$ cat config.mk
export PLATFORM = sky130hd
export DESIGN_NAME = vga_timing_gen_flat
export DESIGN_NICKNAME = d
export VERILOG_FILES = /design/src/rtl/video_timing_pkg.sv /design/src/rtl/vga_timing_gen_if.sv /design/src/rtl/vga_axis_counter.sv /design/src/rtl/vga_timing_gen.sv /design/src/flat_wrapper.sv
export SDC_FILE = /design/constraint.sdc
export NUM_CORES = 1
export LEC_CHECK = 0
export BUFFER_PORTS_ARGS = -buffer_cell sky130_fd_sc_hd__buf_2
export CORE_MARGIN = 2
export CORE_UTILIZATION = 25
export CTS_CLUSTER_SIZE = 28
export DETAILED_ROUTE_END_ITERATION = 10
export HOLD_SLACK_MARGIN = 0.06
export PLACE_DENSITY = 0.4
export SYNTH_ARGS = -nofsm -noshare
export SYNTH_HDL_FRONTEND = slang
export SYNTH_SLANG_ARGS = --single-unit
$ cat constraint.sdc
create_clock -name clock -period 2.45 [get_ports clock]
set_input_delay 0.1225 -clock clock [delete_from_list [all_inputs] [get_ports clock]]
set_output_delay 0.1225 -clock clock [all_outputs]
set_load 0.02 [all_outputs]
$ cat src/rtl/video_timing_pkg.sv
// Shared raster-timing types, default 640x480@60 segment lengths and the total-length helper.
package video_timing_pkg;

    typedef enum logic [1:0] {ACTIVE, FRONT, SYNC, BACK} region_t;

    localparam int unsigned DEF_H_ACTIVE = 640;
    localparam int unsigned DEF_H_FP     = 16;
    localparam int unsigned DEF_H_SYNC   = 96;
    localparam int unsigned DEF_H_BP     = 48;
    localparam int unsigned DEF_V_ACTIVE = 480;
    localparam int unsigned DEF_V_FP     = 10;
    localparam int unsigned DEF_V_SYNC   = 2;
    localparam int unsigned DEF_V_BP     = 33;
    localparam int unsigned DEF_CNT_W    = 11;

    function automatic int unsigned seg_total(input int unsigned active, input int unsigned fp,
                                              input int unsigned sync, input int unsigned bp);
        return active + fp + sync + bp;
    endfunction

endpackage

$ cat src/rtl/vga_timing_gen_if.sv
// Video timing bundle: pixel enable in, sync/active/coordinates/markers out.
interface vga_timing_gen_if #(
    parameter int unsigned CNT_W = 11
);
    logic             pix_en;
    logic             hsync;
    logic             vsync;
    logic             active;
    logic [CNT_W-1:0] x;
    logic [CNT_W-1:0] y;
    logic             sof;
    logic             eol;

    modport master (input pix_en, output hsync, vsync, active, x, y, sof, eol);
    modport slave  (output pix_en, input hsync, vsync, active, x, y, sof, eol);
endinterface

$ cat src/rtl/vga_axis_counter.sv
// One raster axis: wrapping index counter plus its ACTIVE/FRONT/SYNC/BACK region state.
module vga_axis_counter #(
    parameter int unsigned ACTIVE = 640,
    parameter int unsigned FP     = 16,
    parameter int unsigned SYNC   = 96,
    parameter int unsigned BP     = 48,
    parameter int unsigned CNT_W  = 11
) (
    input  logic                       clock,
    input  logic                       reset_n,
    input  logic                       inc,
    output logic [CNT_W-1:0]           count,
    output video_timing_pkg::region_t  region,
    output logic                       last,
    output logic [CNT_W-1:0]           next_count_c,
    output video_timing_pkg::region_t  next_region_c
);
    localparam int unsigned TOTAL = video_timing_pkg::seg_total(ACTIVE, FP, SYNC, BP);

    if (ACTIVE == 0 || FP == 0 || SYNC == 0 || BP == 0 ||
        (64'(TOTAL) - 64'd1) >= (64'd1 << CNT_W)) begin : g_bad_cfg
        $fatal(1, "vga_axis_counter: zero-length segment or CNT_W too narrow for total");
    end

    localparam logic [CNT_W-1:0] END_ACT  = CNT_W'(ACTIVE - 1);
    localparam logic [CNT_W-1:0] END_FP   = CNT_W'(ACTIVE + FP - 1);
    localparam logic [CNT_W-1:0] END_SYNC = CNT_W'(ACTIVE + FP + SYNC - 1);
    localparam logic [CNT_W-1:0] LAST_IDX = CNT_W'(TOTAL - 1);

    assign last = inc && (count == LAST_IDX);

    // Region advances on the last index of the current region.
    always_comb begin
        next_count_c  = count;
        next_region_c = region;
        if (inc) begin
            next_count_c = (count == LAST_IDX) ? '0 : count + CNT_W'(1);
            case (region)
                video_timing_pkg::ACTIVE: if (count == END_ACT)  next_region_c = video_timing_pkg::FRONT;
                video_timing_pkg::FRONT:  if (count == END_FP)   next_region_c = video_timing_pkg::SYNC;
                video_timing_pkg::SYNC:   if (count == END_SYNC) next_region_c = video_timing_pkg::BACK;
                video_timing_pkg::BACK:   if (count == LAST_IDX) next_region_c = video_timing_pkg::ACTIVE;
            endcase
        end
    end

    always_ff @(posedge clock or negedge reset_n) begin
        if (!reset_n) begin
            count  <= LAST_IDX;
            region <= video_timing_pkg::BACK;
        end else begin
            count  <= next_count_c;
            region <= next_region_c;
        end
    end

    function automatic video_timing_pkg::region_t region_of(input logic [CNT_W-1:0] c);
        if (c <= END_ACT)  return video_timing_pkg::ACTIVE;
        if (c <= END_FP)   return video_timing_pkg::FRONT;
        if (c <= END_SYNC) return video_timing_pkg::SYNC;
        return video_timing_pkg::BACK;
    endfunction

    a_region_matches: assert property (@(posedge clock) disable iff (!reset_n)
        region == region_of(count));
    a_no_overflow: assert property (@(posedge clock) disable iff (!reset_n)
        count <= LAST_IDX);

endmodule

$ cat src/rtl/vga_timing_gen.sv
// Raster timing generator: horizontal/vertical counters with zero-skew registered sync,
// active, coordinate and frame/line marker outputs.
module vga_timing_gen
    import video_timing_pkg::*;
#(
    parameter int unsigned H_ACTIVE = DEF_H_ACTIVE,
    parameter int unsigned H_FP     = DEF_H_FP,
    parameter int unsigned H_SYNC   = DEF_H_SYNC,
    parameter int unsigned H_BP     = DEF_H_BP,
    parameter int unsigned V_ACTIVE = DEF_V_ACTIVE,
    parameter int unsigned V_FP     = DEF_V_FP,
    parameter int unsigned V_SYNC   = DEF_V_SYNC,
    parameter int unsigned V_BP     = DEF_V_BP,
    parameter bit          H_POL    = 1'b0,
    parameter bit          V_POL    = 1'b0,
    parameter int unsigned CNT_W    = DEF_CNT_W
) (
    input  logic              clock,
    input  logic              reset_n,
    vga_timing_gen_if.master  vid
);
    logic [CNT_W-1:0] h_count, h_next_c, v_count, v_next_c;
    region_t          h_region, h_region_nxt_c, v_region, v_region_nxt_c;
    logic             h_last, v_last;

    vga_axis_counter #(
        .ACTIVE(H_ACTIVE), .FP(H_FP), .SYNC(H_SYNC), .BP(H_BP), .CNT_W(CNT_W)
    ) u_h (
        .clock(clock), .reset_n(reset_n), .inc(vid.pix_en),
        .count(h_count), .region(h_region), .last(h_last),
        .next_count_c(h_next_c), .next_region_c(h_region_nxt_c)
    );

    vga_axis_counter #(
        .ACTIVE(V_ACTIVE), .FP(V_FP), .SYNC(V_SYNC), .BP(V_BP), .CNT_W(CNT_W)
    ) u_v (
        .clock(clock), .reset_n(reset_n), .inc(h_last),
        .count(v_count), .region(v_region), .last(v_last),
        .next_count_c(v_next_c), .next_region_c(v_region_nxt_c)
    );

    // Outputs decode the counters' next state so they land on the same edge as the counters.
    always_ff @(posedge clock or negedge reset_n) begin
        if (!reset_n) begin
            vid.hsync  <= ~H_POL;
            vid.vsync  <= ~V_POL;
            vid.active <= 1'b0;
            vid.sof    <= 1'b0;
            vid.eol    <= 1'b0;
            vid.x      <= '0;
            vid.y      <= '0;
        end else if (vid.pix_en) begin
            vid.hsync  <= (h_region_nxt_c == SYNC) ? H_POL : ~H_POL;
            vid.vsync  <= (v_region_nxt_c == SYNC) ? V_POL : ~V_POL;
            vid.active <= (h_region_nxt_c == ACTIVE) && (v_region_nxt_c == ACTIVE);
            vid.sof    <= v_last;
            vid.eol    <= (h_next_c == CNT_W'(H_ACTIVE - 1)) && (v_region_nxt_c == ACTIVE);
            vid.x      <= h_next_c;
            vid.y      <= v_next_c;
        end
    end

    // Coordinates track the counters except in the post-reset parked state.
    a_coord_track: assert property (@(posedge clock) disable iff (!reset_n)
        (vid.x == h_count && vid.y == v_count) ||
        (h_region == BACK && v_region == BACK && vid.x == '0 && vid.y == '0 && !vid.sof));

endmodule
$ cat src/flat_wrapper.sv
// flat-port wrapper written by rule: the top's interface ports become plain ports
module vga_timing_gen_flat import video_timing_pkg::*;
#(
    parameter int unsigned H_ACTIVE = DEF_H_ACTIVE,
    parameter int unsigned H_FP     = DEF_H_FP,
    parameter int unsigned H_SYNC   = DEF_H_SYNC,
    parameter int unsigned H_BP     = DEF_H_BP,
    parameter int unsigned V_ACTIVE = DEF_V_ACTIVE,
    parameter int unsigned V_FP     = DEF_V_FP,
    parameter int unsigned V_SYNC   = DEF_V_SYNC,
    parameter int unsigned V_BP     = DEF_V_BP,
    parameter bit          H_POL    = 1'b0,
    parameter bit          V_POL    = 1'b0,
    parameter int unsigned CNT_W    = DEF_CNT_W
)
  (clock, reset_n, vid_pix_en, vid_hsync, vid_vsync, vid_active, vid_x, vid_y, vid_sof, vid_eol);
  vga_timing_gen_if #(.CNT_W(CNT_W)) vid_i ();
  input  logic clock;
  input  logic reset_n;
  input wire logic [$bits(vid_i.pix_en)-1:0] vid_pix_en;
  output wire logic [$bits(vid_i.hsync)-1:0] vid_hsync;
  output wire logic [$bits(vid_i.vsync)-1:0] vid_vsync;
  output wire logic [$bits(vid_i.active)-1:0] vid_active;
  output wire logic [$bits(vid_i.x)-1:0] vid_x;
  output wire logic [$bits(vid_i.y)-1:0] vid_y;
  output wire logic [$bits(vid_i.sof)-1:0] vid_sof;
  output wire logic [$bits(vid_i.eol)-1:0] vid_eol;
  assign vid_i.pix_en = vid_pix_en;
  assign vid_hsync = vid_i.hsync;
  assign vid_vsync = vid_i.vsync;
  assign vid_active = vid_i.active;
  assign vid_x = vid_i.x;
  assign vid_y = vid_i.y;
  assign vid_sof = vid_i.sof;
  assign vid_eol = vid_i.eol;
  vga_timing_gen #(.H_ACTIVE(H_ACTIVE), .H_FP(H_FP), .H_SYNC(H_SYNC), .H_BP(H_BP), .V_ACTIVE(V_ACTIVE), .V_FP(V_FP), .V_SYNC(V_SYNC), .V_BP(V_BP), .H_POL(H_POL), .V_POL(V_POL), .CNT_W(CNT_W)) u_core (.clock(clock), .reset_n(reset_n), .vid(vid_i));
endmodule
Yosys cells after proc, flatten, opt, wreduce, memory -nomap -nowiden. Index checks and enable logic that the tools add are counted.

Reduce and logical (&&, ||, !) cells: 8. Equality and inequality tests: 17. Add/sub/neg operators: 2. Multiplexer cells: 18.

Operator list (number): $eq 11x10->1 const B (6); $mux 11 (4); $eq 11x9->1 const B (3); $add 11x1->11 const B (2); $mux 2 (10); $pmux 2 s4 (2); $eq 2x2->1 const B (6); $logic_not 2->1 (4); $eq 2x1->1 const B (2); $logic_and 1x1->1 (4); $mux 1 (2).

Output and inout bits: 27. Logic and storage cells: 56. Input bits: 3. Bits in registers: 53.

Longest topological paths before layout.
Word-level depth: 6. Gate-level depth with buffers: 9. Depth with buffers taken out: 8.

Cells and area by module. Synthesis repeated with hierarchy kept, for this count alone.

Cell total of the unflattened synthesis: 201. Area total of the unflattened synthesis: 2491.1 um^2.

Modules (own cells, without submodules): vga_timing_gen (seq. area each 678.2 um^2, cells an instance 67, instances 1, area each 1066.0 um^2); vga_axis_counter (u_core.u_v) (seq. area each 331.6 um^2, cells an instance 69, instances 1, area each 737.0 um^2); vga_axis_counter (u_core.u_h) (seq. area each 336.6 um^2, cells an instance 65, instances 1, area each 688.2 um^2).

Worst setup path after synthesis. Ideal clock, no wire load.

Kind: register to register. Start point: register u_core.u_h.count[0]. End point: register u_core.vid.y[10]. Arrival: 2237 ps. Required time: 2325 ps. Setup slack: 89 ps. Path buffers: 1. Period minus slack after synthesis: 2361 ps. Setup time: 125 ps. Stages on the path, launching flop included: 9. Cell sequence: dfstp_2 > ha_1 > and3_1 > buf_4 > nand4_4 > or4_4 > nor3_2 > xor2_1 > mux2_2.

Longest elaborated chain between the ends: 3.

RTL lines: from (decl) (RTL line vga_axis_counter.sv:12) `output logic [CNT_W-1:0] count,`; from (signal assigned) (RTL line vga_axis_counter.sv:52) `count <= next_count_c;`; $eq 11x10->1 (RTL line vga_axis_counter.sv:30) `assign last = inc && (count == LAST_IDX);`; $logic_and 1x1->1 (RTL line vga_axis_counter.sv:30); $mux 11 (RTL line vga_axis_counter.sv:36) `if (inc) begin`; named net u_core.u_v.next_count_c[10] (RTL line vga_axis_counter.sv:15) `output logic [CNT_W-1:0] next_count_c,`; to (signal assigned) (RTL line vga_timing_gen.sv:59) `vid.y <= v_next_c;`; to (decl) (RTL line vga_timing_gen_if.sv:14) `modport master (input pix_en, output hsync, vsync, active, x, y, sof, eol);`.

The timed path passes the listed nets, and every way through them passes these cells. A chain may end at the register's enable or synchronous reset.

Final worst setup path.
Start point: register u_core.u_h.count[1]. End point: register u_core.vid.y[10].

Same word-level chain as after synthesis.

==> metrics.md <==
| Metric | Value |
|---|---|
| WL/cell | `~15 um` |
| Yosys reg bits | `53` |
| Hold Crit Class | `input port to flip-flop` |
| Final Util | `30.7%` |
| Grt ovf | `0` |
| Reg clk slew, reported paths | `roughly 0.10 ns` |
| First-pass GRT wire length | `10.8 mm` |
| Root Buffer | `clkbuf_8` |
| Period Utilization, post-route | `93.4%` |
| Xor/xnor share of the synthesized area | `5.60%` |
| Gate power share | `between 20% and 30%` |
| Most used DFF post-synth | `dfrtp_1` |
| Crit path DAT | `2.48 ns` |
| Top post-synthesis cells by area | `dfrtp_1 35%, dfstp_2 16%, mux2_2 5.1%` |
| CP max FO | `6` |
| Die width | `between 100 and 150 um` |
| Fmax | `around 440 MHz` |
| Slew Viols, Final | `0` |
| GP Congestion | `0.836` |
| Ys Warns | `0` |
| Via count of the routed design | `2,005` |
| # Post-CTS Setup Buffers | `0` |
| Initial antenna violation count | `0` |
| Seq/Total Area, Yosys | `between 50% and 60%` |
| Pint | `1410 uW` |
| TritonRoute pass-1 iters | `4` |
| Dpl hpwl | `4.84 mm` |
| Synth-to-layout area growth | `19.2%` |
| Crit path kind | `flip-flop to flip-flop` |
| Commonest non-fill, non-tap cell in the layout | `dfrtp_1` |
| CTS tree | `yes` |
| Syn_area_per_cell | `~11 um^2` |
| Share of post-route cells with drive strength above 1 | `33.0%` |
| Syn Inst Count | `253` |
| Sw Pwr | `631 uW` |
| Fillcell total | `1,112` |
| DR iter-0 viols | `88` |
| Num rows | `37` |
| Critical Path Source Type | `flip-flop` |
| Sequential group share of total power | `52.6%` |
| Die area | `11,500 um^2` |
| Initial Utilization | `25.8%` |
| Number of flops mapped to enable cells by yosys | `0` |
| Complex-gate fraction of the synthesized area | `9.74%` |
| Relative slew slack | `about 67%` |
| Max Cap Viol | `0` |
| Routed vias/inst | `4.60` |
| Final Critical Period | `2.29 ns` |
| Multiplexer share of the synthesized area | `between 5 and 6%` |
| TritonCTS buffer count | `5` |
| CTS max path bufs | `2` |
| Synth cell types | `51` |
| Setup TNS | `0 ns` |
| Vias in the first global route | `2,062` |
| Post-route DRC | `0` |
| Clock sink count | `53` |
| Clock power frac | `between 20% and 30%` |
| Routed Antenna Nets | `0` |
| Largest net degree at the start of global routing | `22` |
| Status | `finished clean` |
| Largest family of logic cells by synthesized area | `simple AND/OR/NAND/NOR gates` |
| Die height | `between 100 and 150 um` |
| Synth Area in Adders | `1.88%` |
| Power per standard cell area | `644 nW/um^2` |
| Most frequent cells in the layout | `37 x dfrtp_1, 29 x buf_2, 24 x nor2_1, 21 x nand2_1, 21 x buf_4` |
| Clock skew | `0.00916 ns` |
| Crit end category | `flip-flop` |
| Synth area leader | `dfrtp_1` |
| Setup violators final | `0` |
| Worst VDD drop | `0.227 mV` |
| Clk Latency, worst-skew pair | `0.30 ns` |
| NumNets Final | `slightly above 300` |
| Required @ worst endpoint | `2.65 ns` |
| Ports | `30` |
| Top cell type's share of synthesized area | `34.8%` |
| Gr usage total | `11.9%` |
| Simple-gate area share of the yosys netlist | `roughly 23%` |
| # diodes | `0` |
| Worst Tran Pin Value | `slightly below 0.5 ns` |
| Tot Pwr | `2040 uW` |
| Core Area | `10,300 um^2` |
| Share of flip-flops with an asynchronous set or reset | `100%` |
| RSZ-0062 raised after global routing | `no` |
| H-tree levels | `2` |
| Syn nets | `260` |
| Final Hold Vio Count | `0` |
| Sw frac | `30.9%` |
| Final hold slack | `0.202 ns` |
| PortBufs | `29` |
| Static Leak | `around 0.0014 uW` |
| Final WL | `6.47 mm` |
| Mapped Area | `2660 um^2` |
[stage by stage]
step | cells | area [um^2] | setup WS [ns]
after global placement | 427 | 3070 | 0.167
after CTS | 436 | 3170 | 0.106
after global routing | 436 | 3170 | 0.0214
after floorplan | 253 | 2660 | 0.0886
after detailed placement | 427 | 3070 | 0.142
final | 436 | 3170 | 0.161
[path summary, 6_finish.rpt]
kind	start	endpoint	slack, ns	depth (start not counted)
worst max-delay path	u_core.u_h.count[1]	u_core.vid.y[10]	0.16	7
worst min-delay path	vid_pix_en	u_core.vid.x[2]	0.20	2
worst max register to register	u_core.u_h.count[1]	u_core.vid.y[10]	0.16	7
worst min register to register	u_core.vid.x[3]	u_core.vid.x[3]	0.49	1
max in group asynchronous	reset_n	u_core.u_v.count[2]	1.44	3
min in group asynchronous	reset_n	u_core.vid.x[2]	0.31	2
[layer usage]
| layer | part of all wire [%] | vias up | track usage (%) |
|---|---|---|---|
| met3 | 2.9 | 2 | 2.19 |
| met5 | 0 | - | 0 |
| met4 | 0.40 | 0 | 2.78 |
| li1 | - | 986 | - |
| met1 | 47 | 986 | 15.1 |
| met2 | 50 | 31 | 20.9 |
[worst max-delay path, stage by stage, from the launching register on]
cell and delay (ns):
dfstp_2 0.58, ha_1 0.16, and3_2 0.22, nand4_4 0.14
or4_4 0.58, nor3_2 0.13, xor2_1 0.10, mux2_2 0.27
[power groups by stage]
| stage | Combinational (uW) | Sequential [uW] | Clock [uW] |
|---|---|---|---|
| floorplan | 241 | 1140 | 0 |
| global placement | 462 | 1090 | 0 |
| detailed placement | 461 | 1090 | 0 |
| CTS | 465 | 1080 | 558 |
| global route | 500 | 1090 | 574 |
| finish | 457 | 1070 | 512 |
[synth_stat cells, drive strengths merged, types with 3 or more instances]
cell type and instances:
dfrtp 37, nor2 27, nand2 22, dfstp 16, o21ai 13, inv 12
mux2 12, nand3 11, xor2 9, a21oi 8, nand4 8, xnor2 8
buf 7, and3 5, clkbuf 5, nor4 5, ha 4, nor3 4
o2bb2ai 4, a41oi 3, nor2b 3, o31ai 3
[kinds of logic (layout without fill, tap and decap cells)]
kind of cell | Yosys count | count (layout)
and+or+nand+nor | 103 | 103
DFF | 53 | 53
adders and majority gates | 4 | 4
AOI/OAI and AO/OA | 39 | 39
buffers and inverters | 24 | 71
xor gates and xnor gates | 17 | 17
muxes | 13 | 13
[sequential cells by signal (all words and copies together) (netlist names), 2 cells and up]
register           flops
u_core.u_v.region      2
u_core.u_h.region      2
u_core.vid.y          11
u_core.vid.x          11
u_core.u_h.count      11
u_core.u_v.count      11
[area by class of cell]
| cell class | count | area [um^2] | share of cell area, % |
|---|---|---|---|
| Inverter | 12 | 45.0 | 1.42 |
| Sequential cell | 53 | 1350 | 42.5 |
| Clock buffer | 8 | 90.1 | 2.84 |
| Tap cell | 136 | 170 | 5.37 |
| Multi-Input combinational cell | 176 | 1210 | 38.0 |
| Timing Repair Buffer | 51 | 313 | 9.87 |
[what timing repair did]
| action | 4_1_cts | 5_1_grt |
|---|---|---|
| hold buffers | 1 | 0 |
| gates resized for setup | 0 | 1 |
| hold endpoints to repair | 14 | 0 |
| setup endpoints to repair | 0 | 1 |
Note: power is estimated with default switching activity, not from simulation.
